<file path="src/rtl/uart_flag_pkg.sv">
// Shared definitions for the UART flag server.
//   state_t   : state encoding exported on state_out (3 = NAK, reserved even
//               when the NAK response is compiled out)
//   NAK_BYTE  : byte sent back for a wrong attempt ('!')
//   byte_sel  : picks byte i (0 = most significant) out of a packed vector
package uart_flag_pkg;

  typedef enum logic [1:0] {
    ST_IDLE   = 2'd0,
    ST_SEND   = 2'd1,
    ST_LOCKED = 2'd2,
    ST_NAK    = 2'd3
  } state_t;

  localparam logic [7:0] NAK_BYTE = 8'h21;

  // Widest vector / byte the selector handles; callers zero-extend into it
  // and truncate the result back to their own byte width.
  localparam int unsigned SEL_VEC_W  = 1024;
  localparam int unsigned SEL_BYTE_W = 32;

  function automatic logic [SEL_BYTE_W-1:0] byte_sel(
    input logic [SEL_VEC_W-1:0] vec,
    input int unsigned          len,
    input int unsigned          dbits,
    input int unsigned          i
  );
    logic [SEL_VEC_W-1:0] sh;
    sh = vec >> ((len - 1 - i) * dbits);
    return sh[SEL_BYTE_W-1:0];
  endfunction

endpackage

</file>
<file path="src/rtl/uart_flag_server_if.sv">
// Byte-stream bundle between the UART core and the flag server.
//   rx_data/rx_valid : received byte, one-cycle strobe (core -> server)
//   tx_data/tx_valid : byte to transmit (server -> core)
//   tx_ready         : core accepts the byte when tx_valid && tx_ready
// master = UART core side, slave = flag server side.
interface uart_flag_server_if #(
  parameter int unsigned DBITS = 8
);
  logic [DBITS-1:0] rx_data;
  logic             rx_valid;
  logic [DBITS-1:0] tx_data;
  logic             tx_valid;
  logic             tx_ready;

  modport master (output rx_data, rx_valid, tx_ready, input tx_data, tx_valid);
  modport slave  (input rx_data, rx_valid, tx_ready, output tx_data, tx_valid);
endinterface

</file>
<file path="src/rtl/uart_byte_serializer.sv">
// Streams a packed LEN*DBITS vector out MSB byte first over valid/ready.
//   clk, reset_n : clock, synchronous active-low reset
//   data         : vector to send (must stay stable while busy)
//   start        : one-cycle pulse; tx_valid rises the following cycle
//   tx_ready     : downstream accept
//   tx_valid     : byte on tx_data is valid
//   tx_data      : current byte, 0 while idle
//   done         : one-cycle pulse on the handshake of the last byte
module uart_byte_serializer
  import uart_flag_pkg::*;
#(
  parameter int unsigned DBITS = 8,
  parameter int unsigned LEN   = 18
) (
  input  logic                 clk,
  input  logic                 reset_n,
  input  logic [LEN*DBITS-1:0] data,
  input  logic                 start,
  input  logic                 tx_ready,
  output logic                 tx_valid,
  output logic [DBITS-1:0]     tx_data,
  output logic                 done
);
  localparam int unsigned IW = (LEN > 1) ? $clog2(LEN) : 1;

  logic          busy;
  logic [IW-1:0] idx;
  logic          last;

  assign last = (idx == IW'(LEN - 1));

  always_ff @(posedge clk) begin
    if (!reset_n) begin
      busy <= 1'b0;
      idx  <= '0;
    end else if (start) begin
      busy <= 1'b1;
      idx  <= '0;
    end else if (busy && tx_ready) begin
      if (last) begin
        busy <= 1'b0;
        idx  <= '0;
      end else begin
        idx  <= idx + 1'b1;
      end
    end
  end

  always_comb begin
    tx_valid = busy;
    tx_data  = '0;
    if (busy)
      tx_data = DBITS'(byte_sel(SEL_VEC_W'(data), LEN, DBITS, 32'(idx)));
    done = busy && tx_ready && last;
  end

endmodule

</file>
<file path="src/rtl/uart_flag_server.sv">
// Key-gated flag server between a UART core's RX and TX byte streams.
// Collects KEY_LEN bytes per attempt; a match streams FLAG out, a miss bumps
// fail_cnt, and MAX_TRIES misses lock the block for LOCKOUT_CYCLES cycles.
//   clk, reset_n : clock, synchronous active-low reset
//   bus          : rx/tx byte streams (slave side)
//   state_out    : 0 IDLE, 1 SEND, 2 LOCKED, 3 NAK
//   fail_cnt     : wrong attempts since the last clear
//   flag_sent    : pulse on acceptance of the last flag byte
//   dropped      : pulse when an rx byte arrives outside IDLE
// Build option: define UART_FLAG_NAK_EN to answer a non-locking wrong
// attempt with a single NAK_BYTE; otherwise the miss is silent.
module uart_flag_server
  import uart_flag_pkg::*;
#(
  parameter int unsigned              DBITS          = 8,
  parameter int unsigned              FLAG_LEN       = 18,
  parameter logic [FLAG_LEN*DBITS-1:0] FLAG          = 144'h7b68695f69276d5f796f75725f61726d797d,
  parameter int unsigned              KEY_LEN        = 4,
  parameter logic [KEY_LEN*DBITS-1:0] KEY            = 32'h67623235,
  parameter int unsigned              MAX_TRIES      = 3,
  parameter int unsigned              LOCKOUT_CYCLES = 1000
) (
  input  logic                           clk,
  input  logic                           reset_n,
  uart_flag_server_if.slave              bus,
  output logic [1:0]                     state_out,
  output logic [$clog2(MAX_TRIES+1)-1:0] fail_cnt,
  output logic                           flag_sent,
  output logic                           dropped
);
  localparam int unsigned IW = (KEY_LEN > 1) ? $clog2(KEY_LEN) : 1;
  localparam int unsigned LW = (LOCKOUT_CYCLES > 1) ? $clog2(LOCKOUT_CYCLES) : 1;
  localparam int unsigned FW = $clog2(MAX_TRIES + 1);
  localparam int unsigned KW = KEY_LEN * DBITS;

  state_t        state, state_nx;
  logic [IW-1:0] idx, idx_nx;
  logic [KW-1:0] shreg, shreg_nx, shifted;
  logic [LW-1:0] lock_cnt, lock_nx;
  logic [FW-1:0] fails_nx;

  logic             ser_start, ser_valid, ser_done;
  logic [DBITS-1:0] ser_data;

  uart_byte_serializer #(
    .DBITS (DBITS),
    .LEN   (FLAG_LEN)
  ) u_ser (
    .clk      (clk),
    .reset_n  (reset_n),
    .data     (FLAG),
    .start    (ser_start),
    .tx_ready (bus.tx_ready),
    .tx_valid (ser_valid),
    .tx_data  (ser_data),
    .done     (ser_done)
  );

  always_ff @(posedge clk) begin
    if (!reset_n) begin
      state    <= ST_IDLE;
      idx      <= '0;
      shreg    <= '0;
      lock_cnt <= '0;
      fail_cnt <= '0;
    end else begin
      state    <= state_nx;
      idx      <= idx_nx;
      shreg    <= shreg_nx;
      lock_cnt <= lock_nx;
      fail_cnt <= fails_nx;
    end
  end

  always_comb begin
    state_nx  = state;
    idx_nx    = idx;
    shreg_nx  = shreg;
    lock_nx   = lock_cnt;
    fails_nx  = fail_cnt;
    ser_start = 1'b0;
    // Compare sees the register including the byte arriving this cycle.
    shifted   = (shreg << DBITS) | KW'(bus.rx_data);

    case (state)
      ST_IDLE: begin
        if (bus.rx_valid) begin
          shreg_nx = shifted;
          if (idx == IW'(KEY_LEN - 1)) begin
            idx_nx = '0;
            if (shifted == KEY) begin
              state_nx  = ST_SEND;
              fails_nx  = '0;
              ser_start = 1'b1;
            end else begin
              fails_nx = fail_cnt + 1'b1;
              if (fails_nx == FW'(MAX_TRIES)) begin
                state_nx = ST_LOCKED;
                lock_nx  = LW'(LOCKOUT_CYCLES - 1);
              end else begin
`ifdef UART_FLAG_NAK_EN
                state_nx = ST_NAK;
`else
                state_nx = ST_IDLE;
`endif
              end
            end
          end else begin
            idx_nx = idx + 1'b1;
          end
        end
      end
      ST_SEND: begin
        if (ser_done) state_nx = ST_IDLE;
      end
      ST_LOCKED: begin
        if (lock_cnt == '0) begin
          state_nx = ST_IDLE;
          fails_nx = '0;
        end else begin
          lock_nx = lock_cnt - 1'b1;
        end
      end
      ST_NAK: begin
        if (bus.tx_ready) state_nx = ST_IDLE;
      end
    endcase
  end

  // NAK borrows the tx port around the serializer, which is idle then.
  always_comb begin
    bus.tx_valid = ser_valid;
    bus.tx_data  = ser_data;
    if (state == ST_NAK) begin
      bus.tx_valid = 1'b1;
      bus.tx_data  = DBITS'(NAK_BYTE);
    end
    flag_sent = reset_n && ser_done;
    dropped   = reset_n && bus.rx_valid && (state != ST_IDLE);
    state_out = state;
  end

endmodule
</file>
<file path="src/flat_wrapper.sv">
// flat-port wrapper written by rule: the top's interface ports become plain ports
module uart_flag_server_flat import uart_flag_pkg::*;
#(
  parameter int unsigned              DBITS          = 8,
  parameter int unsigned              FLAG_LEN       = 18,
  parameter logic [FLAG_LEN*DBITS-1:0] FLAG          = 144'h7b68695f69276d5f796f75725f61726d797d,
  parameter int unsigned              KEY_LEN        = 4,
  parameter logic [KEY_LEN*DBITS-1:0] KEY            = 32'h67623235,
  parameter int unsigned              MAX_TRIES      = 3,
  parameter int unsigned              LOCKOUT_CYCLES = 1000
)
  (clk, reset_n, state_out, fail_cnt, flag_sent, dropped, bus_rx_data, bus_rx_valid, bus_tx_ready, bus_tx_data, bus_tx_valid);
  uart_flag_server_if #(.DBITS(DBITS)) bus_i ();
  input  logic clk;
  input  logic reset_n;
  output logic [1:0] state_out;
  output logic [$clog2(MAX_TRIES+1)-1:0] fail_cnt;
  output logic flag_sent;
  output logic dropped;
  input wire logic [$bits(bus_i.rx_data)-1:0] bus_rx_data;
  input wire logic [$bits(bus_i.rx_valid)-1:0] bus_rx_valid;
  input wire logic [$bits(bus_i.tx_ready)-1:0] bus_tx_ready;
  output wire logic [$bits(bus_i.tx_data)-1:0] bus_tx_data;
  output wire logic [$bits(bus_i.tx_valid)-1:0] bus_tx_valid;
  assign bus_i.rx_data = bus_rx_data;
  assign bus_i.rx_valid = bus_rx_valid;
  assign bus_i.tx_ready = bus_tx_ready;
  assign bus_tx_data = bus_i.tx_data;
  assign bus_tx_valid = bus_i.tx_valid;
  uart_flag_server #(.DBITS(DBITS), .FLAG_LEN(FLAG_LEN), .FLAG(FLAG), .KEY_LEN(KEY_LEN), .KEY(KEY), .MAX_TRIES(MAX_TRIES), .LOCKOUT_CYCLES(LOCKOUT_CYCLES)) u_core (.clk(clk), .reset_n(reset_n), .bus(bus_i), .state_out(state_out), .fail_cnt(fail_cnt), .flag_sent(flag_sent), .dropped(dropped));
endmodule
</file>
<file path="config.mk">
export PLATFORM = sky130hd
export DESIGN_NAME = uart_flag_server_flat
export DESIGN_NICKNAME = d
export VERILOG_FILES = /design/src/rtl/uart_flag_pkg.sv /design/src/rtl/uart_flag_server_if.sv /design/src/rtl/uart_byte_serializer.sv /design/src/rtl/uart_flag_server.sv /design/src/flat_wrapper.sv
export SDC_FILE = /design/constraint.sdc
export NUM_CORES = 1
export LEC_CHECK = 0
export CAP_MARGIN = 5
export CORE_MARGIN = 2
export CORE_UTILIZATION = 50
export CTS_CLUSTER_SIZE = 30
export DETAILED_ROUTE_END_ITERATION = 8
export PLACE_DENSITY_LB_ADDON = 0.05
export REMOVE_ABC_BUFFERS = 1
export SLEW_MARGIN = 20
export SYNTH_ARGS = -nofsm -noshare
export SYNTH_HDL_FRONTEND = slang
export SYNTH_SLANG_ARGS = --single-unit
</file>
<file path="constraint.sdc">
create_clock -name clk -period 8.25 [get_ports clk]
set_clock_uncertainty 0.2 [all_clocks]
set_input_delay 2.475 -clock clk [delete_from_list [all_inputs] [get_ports clk]]
set_output_delay 2.475 -clock clk [all_outputs]
set_load 0.005 [all_outputs]
</file>
==> results of run 1 <==
[cells by family (layout without fill, tap and decap cells)]
kind of cell | Yosys count | count (layout)
multiplexers | 1 | 1
flip-flops | 46 | 46
XOR/XNOR | 15 | 15
other | 1 | 1
buffers and inverters | 27 | 44
AND/OR/NAND/NOR | 142 | 142
AO/OA/AOI/OAI | 74 | 74
adder cells (fa/ha/maj) | 6 | 6
[power breakdown]
group | internal [mW] | leakage, nW | switching [mW]
Clock | 0.0768 | 0.0544 | 0.0759
Sequential | 0.227 | 0.373 | 0.00343
Combinational | 0.0102 | 0.603 | 0.0141
[routing by layer]
layer  vias up  part of all wire (%)  track usage (%)
met3         4                   3.7             4.55
li1       1109                     -                -
met5         -                     0                0
met4         0                  0.81             6.55
met1       994                    47             25.4
met2        37                    48             35.0
[worst max-delay path, stage by stage]
cell and delay [ps]:
clkdlybuf4s50_1 510, nand2_1 110, or2_2 350, nor2_1 90, clkdlybuf4s50_1 500
[cells in the final DEF (no fill, tap or decap), types with 5 or more instances in the layout]
master / instances
nand2_1: 66
dfxtp_1: 46
a21oi_1: 42
clkdlybuf4s50_1: 25
nor2_1: 19
xnor2_1: 13
inv_1: 10
nand3_1: 10
a211oi_1: 7
clkbuf_8: 7
nor2b_1: 6
ha_1: 6
o21ai_0: 5
[flip-flops by register name (all words and copies together) (netlist names)]
name                   cells
u_core.fail_cnt            2
u_core.idx                 2
u_core.lock_cnt           10
u_core.shreg              24
u_core.state_out           2
u_core.u_ser.idx           5
u_core.u_ser.tx_valid      1
[through the flow]
stage / setup slack [ps] / cell area, sq um
floorplan: 2400 / 2390
global placement: 1560 / 2740
detailed placement: 1540 / 2740
CTS: 1530 / 2840
global route: 1480 / 2840
finish: 1530 / 2840
[path summary, 6_finish.rpt]
check                                           end  slack (ps)                start  cells past startpoint
worst max-delay path                      flag_sent        1530         bus_tx_ready                      5
worst min-delay path               u_core.shreg[23]         250     u_core.shreg[23]                      2
worst max register to register  u_core.u_ser.idx[3]        5650  u_core.state_out[1]                      5
worst min register to register     u_core.shreg[23]         250     u_core.shreg[23]                      2
[layout make-up]
class / count / area, sq um
fillers: 476 / 1910
multi-input cells: 239 / 1440
flip-flops and latches: 46 / 921
repair buffers: 26 / 258
clock buffers: 7 / 96.3
well taps: 67 / 83.8
inverters: 10 / 37.5
clock inverters: 1 / 8.76
==> metrics.yaml, run 1 <==
grt_pass1_wl_um: 8730
synth_edf_count: 0
cts_setup_buffers: 0
syn_avg_cell_area_sq_um: 8.00
synth.area.mux_share_pct: 0.451
total_power_mw: 0.407
grt_overflow: 0
arrival_ps: 4040
clockBufferDepth: 2
final.period_utilization_pct: 81.4
synthFlopType: "dfxtp_1"
wl_per_cell_um: 12.9
n_antenna_cell: 0
synth_common_cells: "nand2_1 (66), dfxtp_1 (46), a21oi_1 (42)"
std_cell_rows: 25
fp.dieW_um: 74.7
yosys.area_share.simple_pct: 29.7
synth.top_cells.by_area: "dfxtp_1 (37%), nand2_1 (9.9%), a21oi_1 (8.4%), xnor2_1 (4.6%), ha_1 (3.0%)"
tightest_slew_ps: 903
clock_latency_ps: 300
fin_nets: 346
io_buffers: 25
crit_type: "primary input to output port"
syn_to_final_growth_pct: 13.8
cts_tree: "done"
final_core_util_pct: 59.8
vias: 2144
clk_pin_slew_ps: 80
cts_root_buffer: "clkbuf_8"
endpoint_kind: "output port"
synth_top_family_by_area: "simple AND/OR/NAND/NOR gates"
dp_hpwl_um: 3610
globalplace.congestion: 0.820
holdWs_ps: 252
synth_cell_types: 59
netlist.area_leader.share_pct: 36.9
gr-usage-all-layers_pct: 20.3
synth_seq_cells: 46
max_freq_ghz: 0.149
viasPerCell: 5.41
power_density_mw_per_mm2: 143
stdcell_count: 396
p_leak_nw: 1.03
syn-cell-area_sq_mm: 0.00250
cts.sinks: 46
rsz0062_at_grt: "false"
place_inst: 388
postSynthCellCount: 312
cap_violations: 0
drcViolationCount: 0
synth_compound_area_share_pct: 18.6
first_iter_violations: 109
drtPass1Iterations: 4
ys_seq_area_share_pct: 36.9
peakVddDrop_uv: 112
maxSlewViolCount: 0
yosysWarnings: 0
worst_setup_path_start_kind: "primary input"
synth_xor_area_share_pct: 5.56
finalHoldViolations: 0
status: "finished clean"
async_flop_share_pct: 0
layout-drive-gt1-share_pct: 7.60
synth_most_common_cell: "nand2_1"
first_global_vias: 1973
core_sq_mm: 0.00475
initial_core_util_pct: 52.5
setup_viol: 0
slew_headroom_pct: 39.8
hp-class: "register to register"
cts_hold_buffers: 0
wl_um: 5090
die_h_um: 74.7
cp_max_fo: 4
htree_levels: 2
ant_nets: 0
die_area_sq_mm: 0.00557
antenna_found_initial: 0
synth_top_area_cell: "dfxtp_1"
grt_max_degree: 39
finalCriticalPeriod_ps: 6720
cts_resized: 0
synth_fa_ha_area_share_pct: 3.01
tns_ps: 0
cp_data_required_time_ps: 5580
cts_buffers: 5
pin_count: 27
Note: power is estimated with default switching activity, not from simulation.
==> run 2: changes to the inputs <==
==> constraint.sdc (replaced) <==
create_clock -name clk -period 6.2 [get_ports clk]
set_clock_uncertainty 0.2 [all_clocks]
set_input_delay 1.86 -clock clk [delete_from_list [all_inputs] [get_ports clk]]
set_output_delay 1.86 -clock clk [all_outputs]
set_load 0.005 [all_outputs]
==> metrics.yaml, run 2 (synthesis results as in run 1) <==
die_area_sq_mm: 0.00557
hp-class: "register to register"
viasPerCell: 5.43
grt_overflow: 0
finalHoldViolations: 0
cap_violations: 0
crit_type: "primary input to output port"
maxSlewViolCount: 0
globalplace.congestion: 0.814
reg.largest.list: "u_core.shreg: 24 flops, u_core.lock_cnt: 10 flops, u_core.u_ser.idx: 5 flops"
cts_resized: 0
clk_pin_slew_ps: 90
final_common_cell: "nand2_1"
p_leak_nw: 1.02
grt_max_degree: 39
cp_max_fo: 4
die_h_um: 74.7
cts.sinks: 46
crit_chain: "clkdlybuf4s50_1 -> nand2_1 -> or2_2 -> nor2_1 -> clkdlybuf4s50_1"
stdcell_count: 396
std_cell_rows: 25
crit_top_cell: "clkdlybuf4s50_1"
arrival_ps: 3440
fin_nets: 346
grt_pass1_wl_um: 8580
layout_common_cells: "nand2_1 (66), dfxtp_1 (46), a21oi_1 (42)"
wl_per_cell_um: 12.7
cts_hold_buffers: 0
drtPass1Iterations: 4
syn_to_final_growth_pct: 13.1
clock_latency_ps: 290
final.period_utilization_pct: 88.7
place_inst: 388
endpoint_kind: "output port"
dp_hpwl_um: 3550
finalCriticalPeriod_ps: 5500
worst_setup_path_start_kind: "primary input"
vias: 2150
fin_ws_ps: 703
ant_nets: 0
tightest_slew_ps: 878
cts_setup_buffers: 0
wl_um: 5030
fp.dieW_um: 74.7
pin_count: 27
tns_ps: 0
setup_viol: 0
cts_buffers: 5
status: "finished clean"
n_antenna_cell: 0
drcViolationCount: 0
htree_levels: 2
cp_data_required_time_ps: 4140
cp_slowest_cell: "clkdlybuf4s50_1"
largest_register_ffs: 24
io_buffers: 25
slowest_delay_ps: 510
total_power_mw: 0.517
peakVddDrop_uv: 131
cts_tree: "done"
top_register: "u_core.shreg"
initial_core_util_pct: 52.5
rsz0062_at_grt: "false"
layout-drive-gt1-share_pct: 7.29
slew_headroom_pct: 41.5
core_sq_mm: 0.00475
max_freq_ghz: 0.182
antenna_found_initial: 0
first_global_vias: 1905
cts_root_buffer: "clkbuf_8"
gr-usage-all-layers_pct: 19.8
clockBufferDepth: 2
place_ws_ps: 693
power_density_mw_per_mm2: 183
first_iter_violations: 153
final_core_util_pct: 59.4
==> run 2: changes by cell type in the layout (fill, tap and decap cells not counted), sizes merged <==
cell | before | now
clkbuf | 7 | 6
clkinv | 1 | 2
==> run 2: worst paths after layout <==
kind	from	endpoint	slack, ps	cells after the start
worst max-delay path	bus_tx_ready	flag_sent	700	5
worst min-delay path	u_core.shreg[22]	u_core.shreg[22]	260	2
worst max register to register	u_core.state_out[1]	u_core.u_ser.idx[4]	3670	5
worst min register to register	u_core.shreg[22]	u_core.shreg[22]	260	2
==> run 2: power by group <==
part / internal [mW] / switching (mW) / leakage, nW
combinational: 0.0136 / 0.0186 / 0.603
clock: 0.0796 / 0.0994 / 0.0452
sequential: 0.301 / 0.00458 / 0.373
==> run 2: worst max-delay path: cells and delay by family <==
| kind | cells | cell delay, ps |
|---|---|---|
| buffers and inverters | 2 | 1010 |
| and+or+nand+nor | 3 | 560 |
==> run 2: through the flow <==
stage	instance area, sq um	hold slack (ps)
2_1_floorplan	2390	231
3_3_place_gp	2740	240
3_5_place_dp	2740	245
4_1_cts	2820	258
5_1_grt	2820	285
6_report	2820	258
==> run 2: layer usage <==
metal | vias up | part of all wire [%] | global-route usage [%] | routed length [um]
met5 | - | 0 | 0 | 0
met4 | 0 | 0.93 | 4.76 | 47
met3 | 4 | 3.8 | 4.42 | 191
met2 | 42 | 47 | 33.6 | 2380
met1 | 990 | 48 | 25.8 | 2410
li1 | 1114 | - | - | -
==> run 2: area by class of cell <==
| cell class | count | area, sq um |
|---|---|---|
| clock buffers | 6 | 72.6 |
| clock inverters | 2 | 13.8 |
| fillers | 480 | 1930 |
| inverters | 10 | 37.5 |
| multi-input cells | 239 | 1440 |
| flip-flops and latches | 46 | 921 |
| well taps | 67 | 83.8 |
| repair buffers | 26 | 258 |
==> run 3: changes to the inputs <==
--- a/config.mk
+++ b/config.mk
@@ -10,8 +10,9 @@
 export CORE_UTILIZATION = 50
 export CTS_CLUSTER_SIZE = 30
 export DETAILED_ROUTE_END_ITERATION = 8
-export PLACE_DENSITY_LB_ADDON = 0.05
+export PLACE_DENSITY_LB_ADDON = 0.1
 export REMOVE_ABC_BUFFERS = 1
+export SETUP_SLACK_MARGIN = 0.5
 export SLEW_MARGIN = 20
 export SYNTH_ARGS = -nofsm -noshare
 export SYNTH_HDL_FRONTEND = slang
==> metrics.yaml, run 3 (synthesis results as in run 1) <==
status: "finished clean"
n_fill_cell: 457
die_area_sq_mm: 0.00557
stdcell_count: 395
initial_core_util_pct: 52.5
io_buffers: 25
power.share.clock_pct: 40.3
drcViolationCount: 0
cp_max_fo: 4
finalHoldViolations: 0
grt_overflow: 0
pin_count: 27
arrival_ps: 3440
viasPerCell: 5.39
cts_root_buffer: "clkbuf_8"
tns_ps: 0
core_sq_mm: 0.00475
crit_type: "primary input to output port"
hp-class: "register to register"
clk_pin_slew_ps: 80
power_switching_share_pct: 21.7
cts.sinks: 46
grt_pass1_wl_um: 8460
slew_headroom_pct: 39.4
grt_max_degree: 39
final.period_utilization_pct: 88.7
power_density_mw_per_mm2: 199
seq_power_share_pct: 54.0
max_freq_ghz: 0.182
fp.dieW_um: 74.7
gr-usage-all-layers_pct: 19.5
vias: 2130
p_int_mw: 0.444
place_inst: 388
finalCriticalPeriod_ps: 5500
dp_hpwl_um: 3430
worst_setup_path_start_kind: "primary input"
fin_nets: 346
setup_viol: 0
clock_latency_ps: 300
syn_to_final_growth_pct: 14.1
drtPass1Iterations: 4
cts_resized: 0
wl_per_cell_um: 12.7
first_global_vias: 1882
tightest_slew_ps: 908
globalplace.congestion: 0.822
p_leak_nw: 1.03
fin_ws_ps: 703
rsz0062_at_grt: "false"
total_power_mw: 0.567
place_area_sq_mm: 0.00274
antenna_found_initial: 0
cts_setup_buffers: 0
cap_violations: 0
top_register: "u_core.shreg"
cts_hold_buffers: 0
clockBufferDepth: 2
final_common_cell: "nand2_1"
n_antenna_cell: 0
power_switching_mw: 0.123
ant_nets: 0
layout-drive-gt1-share_pct: 7.32
pwr-share-comb_pct: 5.7
endpoint_kind: "output port"
layout_common_cells: "nand2_1 (66), dfxtp_1 (46), a21oi_1 (42)"
peakVddDrop_uv: 135
maxSlewViolCount: 0
std_cell_rows: 25
htree_levels: 2
cts_buffers: 5
cp_data_required_time_ps: 4140
largest_register_ffs: 24
first_iter_violations: 96
place_ws_ps: 724
reg.largest.list: "u_core.shreg: 24 flops, u_core.lock_cnt: 10 flops, u_core.u_ser.idx: 5 flops"
wl_um: 5020
cts_tree: "done"
die_h_um: 74.7
fin_area_sq_mm: 0.00285
-- run 3: cell types whose count changed in the layout (fill, tap and decap cells not counted) --
cell / change
bufinv_16: +1
clkinv_2: -1
clkbuf_8: +1
clkinv_4: -1
clkbuf_1: -1
-- run 3: routing by layer --
| metal | wire (um) | track usage, % | share of wire (%) | up-vias |
|---|---|---|---|---|
| met5 | 0 | 0 | 0 | - |
| met4 | 66 | 5.95 | 1.3 | 0 |
| met3 | 192 | 4.28 | 3.8 | 7 |
| met2 | 2380 | 33.8 | 47 | 39 |
| met1 | 2380 | 24.2 | 47 | 977 |
| li1 | - | - | - | 1107 |
-- run 3: worst max-delay path, stage by stage --
cell	delay [ps]
clkdlybuf4s50_1	510
nand2_1	120
or2_2	360
nor2_1	90
clkdlybuf4s50_1	500
-- run 3: final cells by class --
type / count / area (sq um) / share of cell area, %
Clock inverter: 1 / 30.0 / 1.05
Inverter: 10 / 37.5 / 1.32
Multi-Input combinational cell: 239 / 1440 / 50.4
Timing Repair Buffer: 26 / 258 / 9.05
Sequential cell: 46 / 921 / 32.3
Tap cell: 67 / 83.8 / 2.94
Clock buffer: 6 / 82.6 / 2.90
-- run 3: worst paths after layout --
kind	startpoint	to	slack (ps)	depth (start not counted)
worst min-delay path	u_core.shreg[23]	u_core.shreg[23]	260	2
worst max register to register	u_core.state_out[0]	u_core.u_ser.idx[3]	3600	5
worst max-delay path	bus_tx_ready	flag_sent	700	5
worst min register to register	u_core.shreg[23]	u_core.shreg[23]	260	2
-- run 3: power by group through the flow --
stage	logic, mW	clock network [mW]	registers (mW)
after CTS	0.0328	0.232	0.306
after global routing	0.0371	0.243	0.307
after global placement	0.0325	0	0.313
final	0.0325	0.229	0.306
after detailed placement	0.0327	0	0.313
after floorplan	0.0181	0	0.312
-- run 3: stage by stage --
stage | hold slack (ps) | util (%)
global placement | 242 | 57.6
global route | 269 | 59.9
detailed placement | 243 | 57.6
floorplan | 231 | -
CTS | 254 | 59.9
finish | 262 | 59.9
